==> config.mk <==
export PLATFORM = sky130hd
export DESIGN_NAME = mii_tx_framer
export DESIGN_NICKNAME = d
export VERILOG_FILES = /design/src/rtl/mii_tx_framer_pkg.sv /design/src/rtl/mii_tx_framer_crc.sv /design/src/rtl/mii_tx_framer.sv
export SDC_FILE = /design/constraint.sdc
export NUM_CORES = 1
export LEC_CHECK = 0
export ABC_AREA = 1
export CORE_ASPECT_RATIO = 0.8
export CORE_MARGIN = 5
export CORE_UTILIZATION = 50
export CTS_CLUSTER_DIAMETER = 50
export DETAILED_ROUTE_END_ITERATION = 16
export HOLD_SLACK_MARGIN = 0.02
export PLACE_DENSITY_LB_ADDON = 0.2
export SETUP_SLACK_MARGIN = 0.5
export SLEW_MARGIN = 20
export SYNTH_ARGS = -nofsm -noshare
export SYNTH_HDL_FRONTEND = slang
export SYNTH_SLANG_ARGS = --single-unit
==> constraint.sdc <==
create_clock -name clk -period 2.7 [get_ports clk]
set_clock_uncertainty 0.2 [all_clocks]
set_input_delay 0.54 -clock clk [delete_from_list [all_inputs] [get_ports clk]]
set_output_delay 0.54 -clock clk [all_outputs]
set_load 0.01 [all_outputs]
==> src/rtl/mii_tx_framer_pkg.sv <==
// mii_tx_framer_pkg: shared L2Switch state encoding, CRC-32 and MII framing constants.
package mii_tx_framer_pkg;
  typedef enum logic [2:0] {
    S_IDLE,
    S_PREAMBLE,
    S_DATA,
    S_PAD,
    S_FCS,
    S_IFG,
    S_DROP
  } tx_state_e;
  localparam logic [31:0] CRC32_POLY = 32'hEDB8_8320;
  localparam logic [31:0] CRC32_INIT = 32'hFFFF_FFFF;
  localparam logic [31:0] CRC32_RESIDUE = 32'hDEBB_20E3;
  localparam logic [3:0] PREAMBLE_NIB = 4'h5;
  localparam logic [3:0] SFD_NIB = 4'hD;
  localparam int MIN_FRAME_BYTES_DFLT = 60;
  // Reflected CRC-32 advanced by one nibble, bit 0 first.
  function automatic logic [31:0] crc32_nib(input logic [31:0] c, input logic [3:0] d);
    logic [31:0] r;
    r = c;
    for (int i = 0; i < 4; i++) r = (r >> 1) ^ ((r[0] ^ d[i]) ? CRC32_POLY : 32'h0);
    return r;
  endfunction
endpackage

==> src/rtl/mii_tx_framer_crc.sv <==
// crc32_nibble: registered reflected CRC-32 with synchronous init, advanced one nibble per enable.
module crc32_nibble
  import mii_tx_framer_pkg::*;
(
  input  logic        clk,
  input  logic        arst_n,
  input  logic        init,
  input  logic        en,
  input  logic [3:0]  din,
  output logic [31:0] crc
);
  logic [31:0] crc_q, crc_d;
  always_comb crc_d = init ? CRC32_INIT : en ? crc32_nib(crc_q, din) : crc_q;
  always_ff @(posedge clk or negedge arst_n)
    if (!arst_n) crc_q <= CRC32_INIT;
    else crc_q <= crc_d;
  assign crc = crc_q;
endmodule

==> src/rtl/mii_tx_framer.sv <==
// mii_tx_framer: drains a byte FIFO onto MII with preamble/SFD, FCS, IFG and underrun handling.
// Optional MII_TX_PAD_EN pads short frames with zero bytes up to MIN_FRAME_BYTES.
module mii_tx_framer
  import mii_tx_framer_pkg::*;
#(
  parameter int PREAMBLE_NIBBLES = 15,
  parameter int IFG_NIBBLES = 24
`ifdef MII_TX_PAD_EN
  , parameter int MIN_FRAME_BYTES = MIN_FRAME_BYTES_DFLT
`endif
) (
  input  logic        clk,
  input  logic        arst_n,
  input  logic [7:0]  fifo_dout,
  input  logic        fifo_del,
  input  logic        fifo_empty,
  output logic        fifo_rden,
  output logic [3:0]  mii_txd,
  output logic        mii_tx_en,
  output logic        mii_tx_er,
  output logic        tx_busy,
  output logic [15:0] frame_cnt,
  output logic [7:0]  underrun_cnt
);
  localparam logic [7:0] PRE_LAST = 8'(PREAMBLE_NIBBLES);
  // The idle cycle before the next preamble completes the gap on the wire.
  localparam logic [7:0] IFG_LAST = 8'(IFG_NIBBLES - 2);
`ifdef MII_TX_PAD_EN
  localparam logic [10:0] MIN_BYTES = 11'(MIN_FRAME_BYTES);
`endif
  tx_state_e   state_q, state_d;
  logic [7:0]  cnt_q, cnt_d;
  logic        phase_q, phase_d;
  logic [10:0] byte_cnt_q, byte_cnt_d, bc_inc;
  logic        und_q, und_d;
  logic        rd_pend_q, rd_pend_d;
  logic [3:0]  txd_q, txd_d;
  logic        tx_en_q, tx_en_d;
  logic        tx_er_q, tx_er_d;
  logic [15:0] frame_cnt_q, frame_cnt_d;
  logic [7:0]  underrun_cnt_q, underrun_cnt_d, und_sat;
  logic        crc_init, crc_en;
  logic [3:0]  crc_din;
  logic [31:0] crc, crc_sh;

  crc32_nibble u_crc (
    .clk   (clk),
    .arst_n(arst_n),
    .init  (crc_init),
    .en    (crc_en),
    .din   (crc_din),
    .crc   (crc)
  );

  assign bc_inc = (&byte_cnt_q) ? byte_cnt_q : byte_cnt_q + 11'd1;
  assign und_sat = (&underrun_cnt_q) ? underrun_cnt_q : underrun_cnt_q + 8'd1;
  assign crc_sh = crc >> {cnt_q[2:0], 2'b00};
  assign rd_pend_d = fifo_rden;

  always_comb begin
    state_d = state_q;
    cnt_d = cnt_q;
    phase_d = phase_q;
    byte_cnt_d = byte_cnt_q;
    und_d = 1'b0;
    txd_d = 4'h0;
    tx_en_d = 1'b0;
    tx_er_d = 1'b0;
    fifo_rden = 1'b0;
    frame_cnt_d = frame_cnt_q;
    underrun_cnt_d = underrun_cnt_q;
    crc_init = 1'b0;
    crc_en = 1'b0;
    crc_din = 4'h0;
    case (state_q)
      S_IDLE: begin
        crc_init = 1'b1;
        cnt_d = 8'd0;
        state_d = fifo_empty ? S_IDLE : S_PREAMBLE;
      end
      S_PREAMBLE: begin
        tx_en_d = 1'b1;
        txd_d = (cnt_q == PRE_LAST) ? SFD_NIB : PREAMBLE_NIB;
        cnt_d = cnt_q + 8'd1;
        if (cnt_q == PRE_LAST) begin
          phase_d = 1'b0;
          byte_cnt_d = 11'd0;
          fifo_rden = !fifo_empty;
          state_d = fifo_empty ? S_DROP : S_DATA;
          und_d = fifo_empty;
          underrun_cnt_d = fifo_empty ? und_sat : underrun_cnt_q;
        end
      end
      S_DATA: begin
        tx_en_d = 1'b1;
        txd_d = phase_q ? fifo_dout[7:4] : fifo_dout[3:0];
        crc_en = 1'b1;
        crc_din = txd_d;
        phase_d = !phase_q;
        if (phase_q) begin
          byte_cnt_d = bc_inc;
          cnt_d = 8'd0;
          if (fifo_del) begin
`ifdef MII_TX_PAD_EN
            state_d = (bc_inc < MIN_BYTES) ? S_PAD : S_FCS;
`else
            state_d = S_FCS;
`endif
          end else if (!fifo_empty) begin
            fifo_rden = 1'b1;
          end else begin
            state_d = S_DROP;
            und_d = 1'b1;
            underrun_cnt_d = und_sat;
          end
        end
      end
`ifdef MII_TX_PAD_EN
      S_PAD: begin
        tx_en_d = 1'b1;
        crc_en = 1'b1;
        phase_d = !phase_q;
        if (phase_q) begin
          byte_cnt_d = bc_inc;
          state_d = (bc_inc >= MIN_BYTES) ? S_FCS : S_PAD;
        end
      end
`endif
      S_FCS: begin
        tx_en_d = 1'b1;
        txd_d = ~crc_sh[3:0];
        cnt_d = cnt_q + 8'd1;
        if (cnt_q[2:0] == 3'd7) begin
          state_d = S_IFG;
          cnt_d = 8'd0;
          frame_cnt_d = frame_cnt_q + 16'd1;
        end
      end
      S_IFG: begin
        cnt_d = cnt_q + 8'd1;
        state_d = (cnt_q >= IFG_LAST) ? S_IDLE : S_IFG;
      end
      S_DROP: begin
        // First cycle here carries the single error nibble; rd_pend_q marks fresh FIFO data.
        tx_en_d = und_q;
        tx_er_d = und_q;
        cnt_d = 8'd0;
        if (rd_pend_q && fifo_del) state_d = S_IFG;
        else fifo_rden = !fifo_empty;
      end
      default: state_d = S_IDLE;
    endcase
  end

  always_ff @(posedge clk or negedge arst_n)
    if (!arst_n) begin
      state_q <= S_IDLE;
      cnt_q <= 8'd0;
      phase_q <= 1'b0;
      byte_cnt_q <= 11'd0;
      und_q <= 1'b0;
      rd_pend_q <= 1'b0;
      txd_q <= 4'h0;
      tx_en_q <= 1'b0;
      tx_er_q <= 1'b0;
      frame_cnt_q <= 16'd0;
      underrun_cnt_q <= 8'd0;
    end else begin
      state_q <= state_d;
      cnt_q <= cnt_d;
      phase_q <= phase_d;
      byte_cnt_q <= byte_cnt_d;
      und_q <= und_d;
      rd_pend_q <= rd_pend_d;
      txd_q <= txd_d;
      tx_en_q <= tx_en_d;
      tx_er_q <= tx_er_d;
      frame_cnt_q <= frame_cnt_d;
      underrun_cnt_q <= underrun_cnt_d;
    end

  assign mii_txd = txd_q;
  assign mii_tx_en = tx_en_q;
  assign mii_tx_er = tx_er_q;
  assign tx_busy = state_q != S_IDLE;
  assign frame_cnt = frame_cnt_q;
  assign underrun_cnt = underrun_cnt_q;
endmodule

==> metrics.csv, run 1 <==
stage,metric,value,unit
worst_setup_path,worstSetupStartpoint,state_q[1],
cts,clkTransAtPathRegs,60,ps
yosys,synth_top_family_by_area,simple AND/OR/NAND/NOR gates,
floorplanning,die_w,117,µm
global_route,grt_pass1_vias,4070,
cts,cts-root-buf,clkbuf_16,
yosys,syn_area,4570,µm²
worst_setup_path,critical_path.slowest_cell,dfrtp_1,
floorplanning,initial_core_util,0.507,
place,dp_cells,790,
sta,fmaxAchievable,408,MHz
cts,clkLatencyLatePin,340,ps
place,portBuffers,43,
worst_setup_path,end_kind,output port,
sta,setup_viol,0,
final_layout,multiInputGateArea,2230,µm²
yosys,synthMuxAreaShare,0,
power_and_ir_drop,p_per_area,1120,nW/µm²
final_layout,area_growth,25.1,%
floorplanning,placement_rows,31,
place,post-place-ws,-98.7,ps
drt,routed_wl,11.9,mm
worst_setup_path,arrival,1710,ps
drt,dr_total_vias,4298,
cts,cts-buffers-inserted,9,
cts,clk_path_buf_depth,2,
global_route,track_usage,0.223,
sta,hold_viol,0,
power_and_ir_drop,p_leak,2.87,nW
sta,finalCriticalPeriod,2450,ps
worst_setup_path,cp-start-kind,flip-flop,
sta,rsz0062_at_grt,yes,
drt,drt_iter0_drc,351,
cts,cts_max_level,3,
yosys,synthCells,634,
worst_setup_path,cpPeakStageDelay,440,ps
sta,setup_ws,251,ps
power_and_ir_drop,vdd_ir_drop_max,620,µV
power_and_ir_drop,power,6.39,mW
worst_setup_path,reg2reg_from,state_q[1],
worst_setup_path,critPathRequiredTime,1960,ps
yosys,yosys.area_share.simple,0.312,
worst_setup_path,crit_family,flip-flops,
place,place_congestion,0.876,
final_layout,stdcell_count,828,
final_layout,ff_latch_area,1940,µm²
floorplanning,core-area,9000,µm²
drt,antenna_left,0,
floorplanning,dieArea,11200,µm²
flow_run,cap_violations,0,
worst_setup_path,critPathBufInv,3,
drt,drc_errors,0,
yosys,synth_compound_area_frac,0.0962,
drt,dr.pass1.iters,5,
final_layout,fillers,790,
drt,wl_per_cell,14.4,µm
sta,maxSlewHeadroom,0.538,
global_route,antenna_found_initial,0,
global_route,grt_max_degree,56,
cts,clock-sinks,76,
global_route,grt_pass1_wl,19.5,mm
place,dp.final_hpwl,7.91,mm
yosys,syn_avg_cell_area,7.20,µm²
sta,worst_hold_slack,33.7,ps
sta,setup_tns,0,ps
sta,worstMarginPinSlew,693,ps
worst_setup_path,critPathMaxFanout,5,
outcome,outcome,"complete, no violations",
yosys,syn-num-nets,651,
drt,drt-vias-per-instance,5.19,
sta,final_max_slew_viol_count,0,
final_layout,nets,725,
worst_setup_path,path_cells,nand2_1 -> nor2_2 -> inv_2 -> o31ai_1 -> inv_1 -> a21oi_2 -> buf_2,
yosys,synthDistinctLibCells,34,
floorplanning,die_h,95.5,µm
floorplanning,boundaryPins,44,
yosys,synth_xor_area_frac,0.0537,
cts,cts_tree,done,
yosys,ys_seq_elements,76,
final_layout,drive_gt1_frac,0.175,
global_route,grt_overflow,0,
min_path,hp-class,in2async,
yosys,seq_area_frac_synth,0.425,
sta,post-route-period-util,0.907,
yosys,yosys.area_share.adder,0.0137,
worst_setup_path,crit_type,reg2out,
yosys,ys_warn_count,0,
final_layout,diodes,0,
[worst paths after layout]
path | to | slack [ps] | cells after the start
max | fifo_rden | 250 | 7
min | underrun_cnt[0] | 30 | 1
max reg2reg | u_crc.crc[26] | 460 | 12
min reg2reg | mii_tx_er | 290 | 2
max in group asynchronous | u_crc.crc[0] | 1540 | 2
min in group clk | mii_tx_er | 290 | 2
[where the power goes]
group	internal [mW]	switching [mW]	leakage [nW]
Sequential	1.57	0.259	0.933
Combinational	1.15	2.11	1.78
Clock	0.813	0.488	0.152
Total	3.54	2.85	2.87
[what timing repair did]
item / in CTS / in global routing
hold endpoints to repair: 0 / 0
pin swaps: 4 / 8
endpoints found under the setup margin: 21 / 41
gates resized for setup: 18 / 10
hold buffers: 0 / 0
setup buffers: 10 / 12
[layout make-up]
cell class              instances  share of cell area
inverters                      93              0.0611
well taps                     115              0.0252
multi-input cells             447               0.391
repair buffers                 81               0.126
clock buffers                   9              0.0394
flip-flops and latches         76               0.340
clock inverters                 7              0.0177
[logic make-up (layout without fill, tap and decap cells)]
logic type,Yosys count,after routing
AO/OA/AOI/OAI,82,82
XOR/XNOR,28,28
adder cells (fa/ha/maj),5,5
buffers and inverters,111,190
flip-flops,76,76
AND/OR/NAND/NOR,332,332
[sequential cells by signal (all words and copies together) (netlist names)]
| name | count |
|---|---|
| rd_pend_q | 1 |
| mii_txd | 4 |
| mii_tx_en | 1 |
| underrun_cnt | 8 |
| mii_tx_er | 1 |
| state_q | 3 |
| und_q | 1 |
| phase_q | 1 |
| frame_cnt | 16 |
| u_crc.crc | 32 |
| cnt_q | 8 |
[per-layer routing]
layer,track usage,wire (µm),up-vias,share of wire
met1,0.311,5240,1999,0.44
met5,0,0,-,0
met2,0.340,5550,145,0.47
met4,0.0735,188,0,0.016
met3,0.0577,928,14,0.078
li1,-,-,2140,-
[cell usage after synthesis (all sizes together)]
master    n  area [µm²]
nand2   219         855
nor4      1        6.26
dfstp    32         841
a22oi     1        7.51
nand4     2        12.5
nand3    60         305
dfrtp    44        1100
inv      93         349
nand3b    2        15.0
nor3      8        51.3
o22ai    12        75.1
nor2     38         165
clkbuf    9        33.8
o21ai    38         194
buf       9        71.3
a21oi    28         140
ha        5        62.6
xor2     16         140
xnor2    12         105
o31ai     1        7.51
o211ai    2        15.0
or2       2        12.5
[worst register-to-register path, cell delays in order, from the launching register on]
cell	delay (ps)
dfrtp_1	440
nand2_1	110
nor2_2	170
buf_8	270
nand2_1	160
nand2_1	80
nand2_1	190
nand2_1	160
nand2_2	120
nand2_1	80
nand3_1	70
nand2_1	70
inv_1	40
[metrics by stage]
| stage | util | area (µm²) |
|---|---|---|
| 4_1_cts | 0.620 | 5580 |
| 3_3_place_gp | 0.573 | 5150 |
| 6_report | 0.635 | 5710 |
| 5_1_grt | 0.635 | 5710 |
| 3_5_place_dp | 0.573 | 5150 |
| 2_1_floorplan | - | 4570 |
[cells in the final DEF, fill, tap and decap left out, types with 2 or more instances in the layout]
cell	count
nor3_1	6
buf_2	2
clkinvlp_4	2
clkinv_4	3
nand3b_1	2
o21ai_1	8
or2_2	2
nand3_1	58
nor2_2	6
nand2_4	4
ha_1	4
inv_2	5
nand4_1	2
o21ai_0	29
buf_4	36
xnor2_1	12
dfstp_2	32
clkbuf_16	9
nor2_1	28
o211ai_1	2
clkdlybuf4s50_1	40
nand3_2	2
buf_6	2
xor2_1	16
nor2_4	4
nand2_1	207
o22ai_1	12
nand2_2	8
a21oi_1	27
dfrtp_1	44
nor3_4	2
inv_1	88
bufinv_16	2
No activity file was read; power rests on OpenSTA's default activity.
==> inputs of run 2 (changes only) <==
--- a/config.mk
+++ b/config.mk
@@ -8,9 +8,10 @@
 export ABC_AREA = 1
 export CORE_ASPECT_RATIO = 0.8
 export CORE_MARGIN = 5
-export CORE_UTILIZATION = 50
+export CORE_UTILIZATION = 40
 export CTS_CLUSTER_DIAMETER = 50
 export DETAILED_ROUTE_END_ITERATION = 16
+export GPL_TIMING_DRIVEN = 0
 export HOLD_SLACK_MARGIN = 0.02
 export PLACE_DENSITY_LB_ADDON = 0.2
 export SETUP_SLACK_MARGIN = 0.5
@@ -18,3 +19,4 @@
 export SYNTH_ARGS = -nofsm -noshare
 export SYNTH_HDL_FRONTEND = slang
 export SYNTH_SLANG_ARGS = --single-unit
+export TNS_END_PERCENT = 30
==> run 2 against run 1 <==
Effect of this change:
- first-iteration DRC count increased by 13%
- final area increased by 1.4%
- largest power group unchanged
- sequential share of layout area decreased by 0.37 points
- worst setup slack got worse by 120 ps
- register-to-register slack improved by 90 ps
- clock power about the same
- hold slack improved by 260 ps
- power increased by 4.0%
- via count increased by 2.1%
- critical path depth increased by 2
- fmax decreased by 4.5%
==> metrics.csv, run 2 (same netlist as run 1, synthesis figures left out) <==
stage,metric,value,unit
min_path,hold_depth,2,
final_layout,ff_latch_area,1950,µm²
floorplanning,die_h,106,µm
cts,cts-buffers-inserted,9,
floorplanning,initial_core_util,0.414,
cts,clkLatencyLatePin,340,ps
global_route,track_usage,0.190,
drt,dr.pass1.iters,6,
drt,drt_iter0_drc,395,
drt,dr_total_vias,4389,
sta,fmaxAchievable,390,MHz
place,post-place-ws,-132,ps
final_layout,diodes,0,
cts,cts_tree,done,
cts,cts-root-buf,clkbuf_16,
place,portBuffers,43,
final_layout,nets,725,
sta,final_max_slew_viol_count,0,
cts,clkTransAtPathRegs,60,ps
power_and_ir_drop,power,6.64,mW
final_layout,layout_commonest_cell,nand2_1,
worst_setup_path,end_kind,output port,
final_layout,multiInputGateArea,2290,µm²
place,place_congestion,0.892,
final_layout,final_cell_mix,"nand2_1, inv_1, nand3_1",
drt,drc_errors,0,
final_layout,drive_gt1_frac,0.180,
sta,post-route-period-util,0.950,
global_route,grt_pass1_vias,4163,
cts,clock-sinks,76,
final_layout,area_growth,26.8,%
drt,drt-vias-per-instance,5.12,
sta,hold_viol,0,
power_and_ir_drop,p_leak,2.84,nW
floorplanning,placement_rows,34,
floorplanning,core-area,11000,µm²
sta,maxSlewHeadroom,0.526,
cts,clk_path_buf_depth,2,
sta,setup_ws,135,ps
worst_setup_path,critPathMaxFanout,4,
global_route,grt_overflow,0,
worst_setup_path,crit_type,reg2out,
worst_setup_path,cp-start-kind,flip-flop,
drt,antenna_left,0,
drt,wl_per_cell,15.2,µm
sta,finalCriticalPeriod,2570,ps
floorplanning,dieArea,13700,µm²
worst_setup_path,arrival,1830,ps
global_route,antenna_found_initial,0,
sta,setup_viol,0,
min_path,hp-class,reg2reg,
floorplanning,die_w,129,µm
sta,worstMarginPinSlew,710,ps
global_route,grt_pass1_wl,20.6,mm
global_route,grt_max_degree,43,
cts,cts_max_level,3,
final_layout,fillers,1047,
floorplanning,boundaryPins,44,
power_and_ir_drop,vdd_ir_drop_max,467,µV
worst_setup_path,critPathRequiredTime,1960,ps
outcome,outcome,"complete, no violations",
worst_setup_path,rr_worst_depth,14,
flow_run,cap_violations,0,
power_and_ir_drop,p_per_area,1150,nW/µm²
sta,rsz0062_at_grt,yes,
place,dp.final_hpwl,9.01,mm
drt,routed_wl,13.0,mm
final_layout,largest_register_ffs,32,
[run 2: area by class of cell]
cell class	count	area share
timing repair buffer	63	0.102
clock buffer	10	0.0396
inverter	93	0.0607
sequential	76	0.336
tap	144	0.0311
buffer	18	0.0186
multi-input combinational	447	0.396
clock inverter	6	0.0153
[run 2: worst max-delay path, cell delays in order, from the launching register on]
cell and delay (ps):
dfrtp_2 440, inv_2 70, buf_4 100, buf_4 100
buf_4 110, nand2_2 90, nor2_2 180, nand2_2 80
a21oi_2 150, buf_2 150
[run 2: worst paths after layout]
path	from	endpoint	slack (ps)
max	state_q[0]	fifo_rden	130
min	und_q	mii_tx_er	300
max reg2reg	state_q[1]	u_crc.crc[24]	550
min reg2reg	und_q	mii_tx_er	300
max in group asynchronous	arst_n	u_crc.crc[30]	1150
min in group asynchronous	arst_n	underrun_cnt[2]	490
[run 2: what timing repair did]
item | CTS | global route
buffers inserted | 9 | 9
gates resized for setup | 13 | 31
setup endpoints to repair | 5 | 43
endpoints found under the hold margin | 11 | 0
hold buffers | 1 | 0
pin swaps | 3 | 11
cloned | 0 | 0
[run 2: power breakdown]
| part | internal (mW) | total [mW] | switching, mW |
|---|---|---|---|
| logic | 1.22 | 3.47 | 2.26 |
| clock network | 0.809 | 1.30 | 0.494 |
| registers | 1.58 | 1.87 | 0.285 |
| total | 3.61 | 6.64 | 3.04 |
[run 2: per-layer routing]
layer | up-vias | GRT usage | wire length (µm)
met1 | 2055 | 0.263 | 5830
met4 | 0 | 0.0571 | 246
met3 | 29 | 0.0506 | 983
met2 | 162 | 0.293 | 5940
li1 | 2143 | - | -
met5 | - | 0 | 0
[run 2: through the flow]
stage | setup TNS [ps] | cells | util | hold WS (ps) | instance area [µm²]
floorplan | 0 | 634 | - | 44.4 | 4570
global placement | -113140 | 821 | 0.470 | 268 | 5180
detailed placement | -132 | 822 | 0.471 | 283 | 5190
CTS | 0 | 848 | 0.509 | 297 | 5610
global route | 0 | 857 | 0.525 | 323 | 5790
finish | 0 | 857 | 0.525 | 297 | 5790
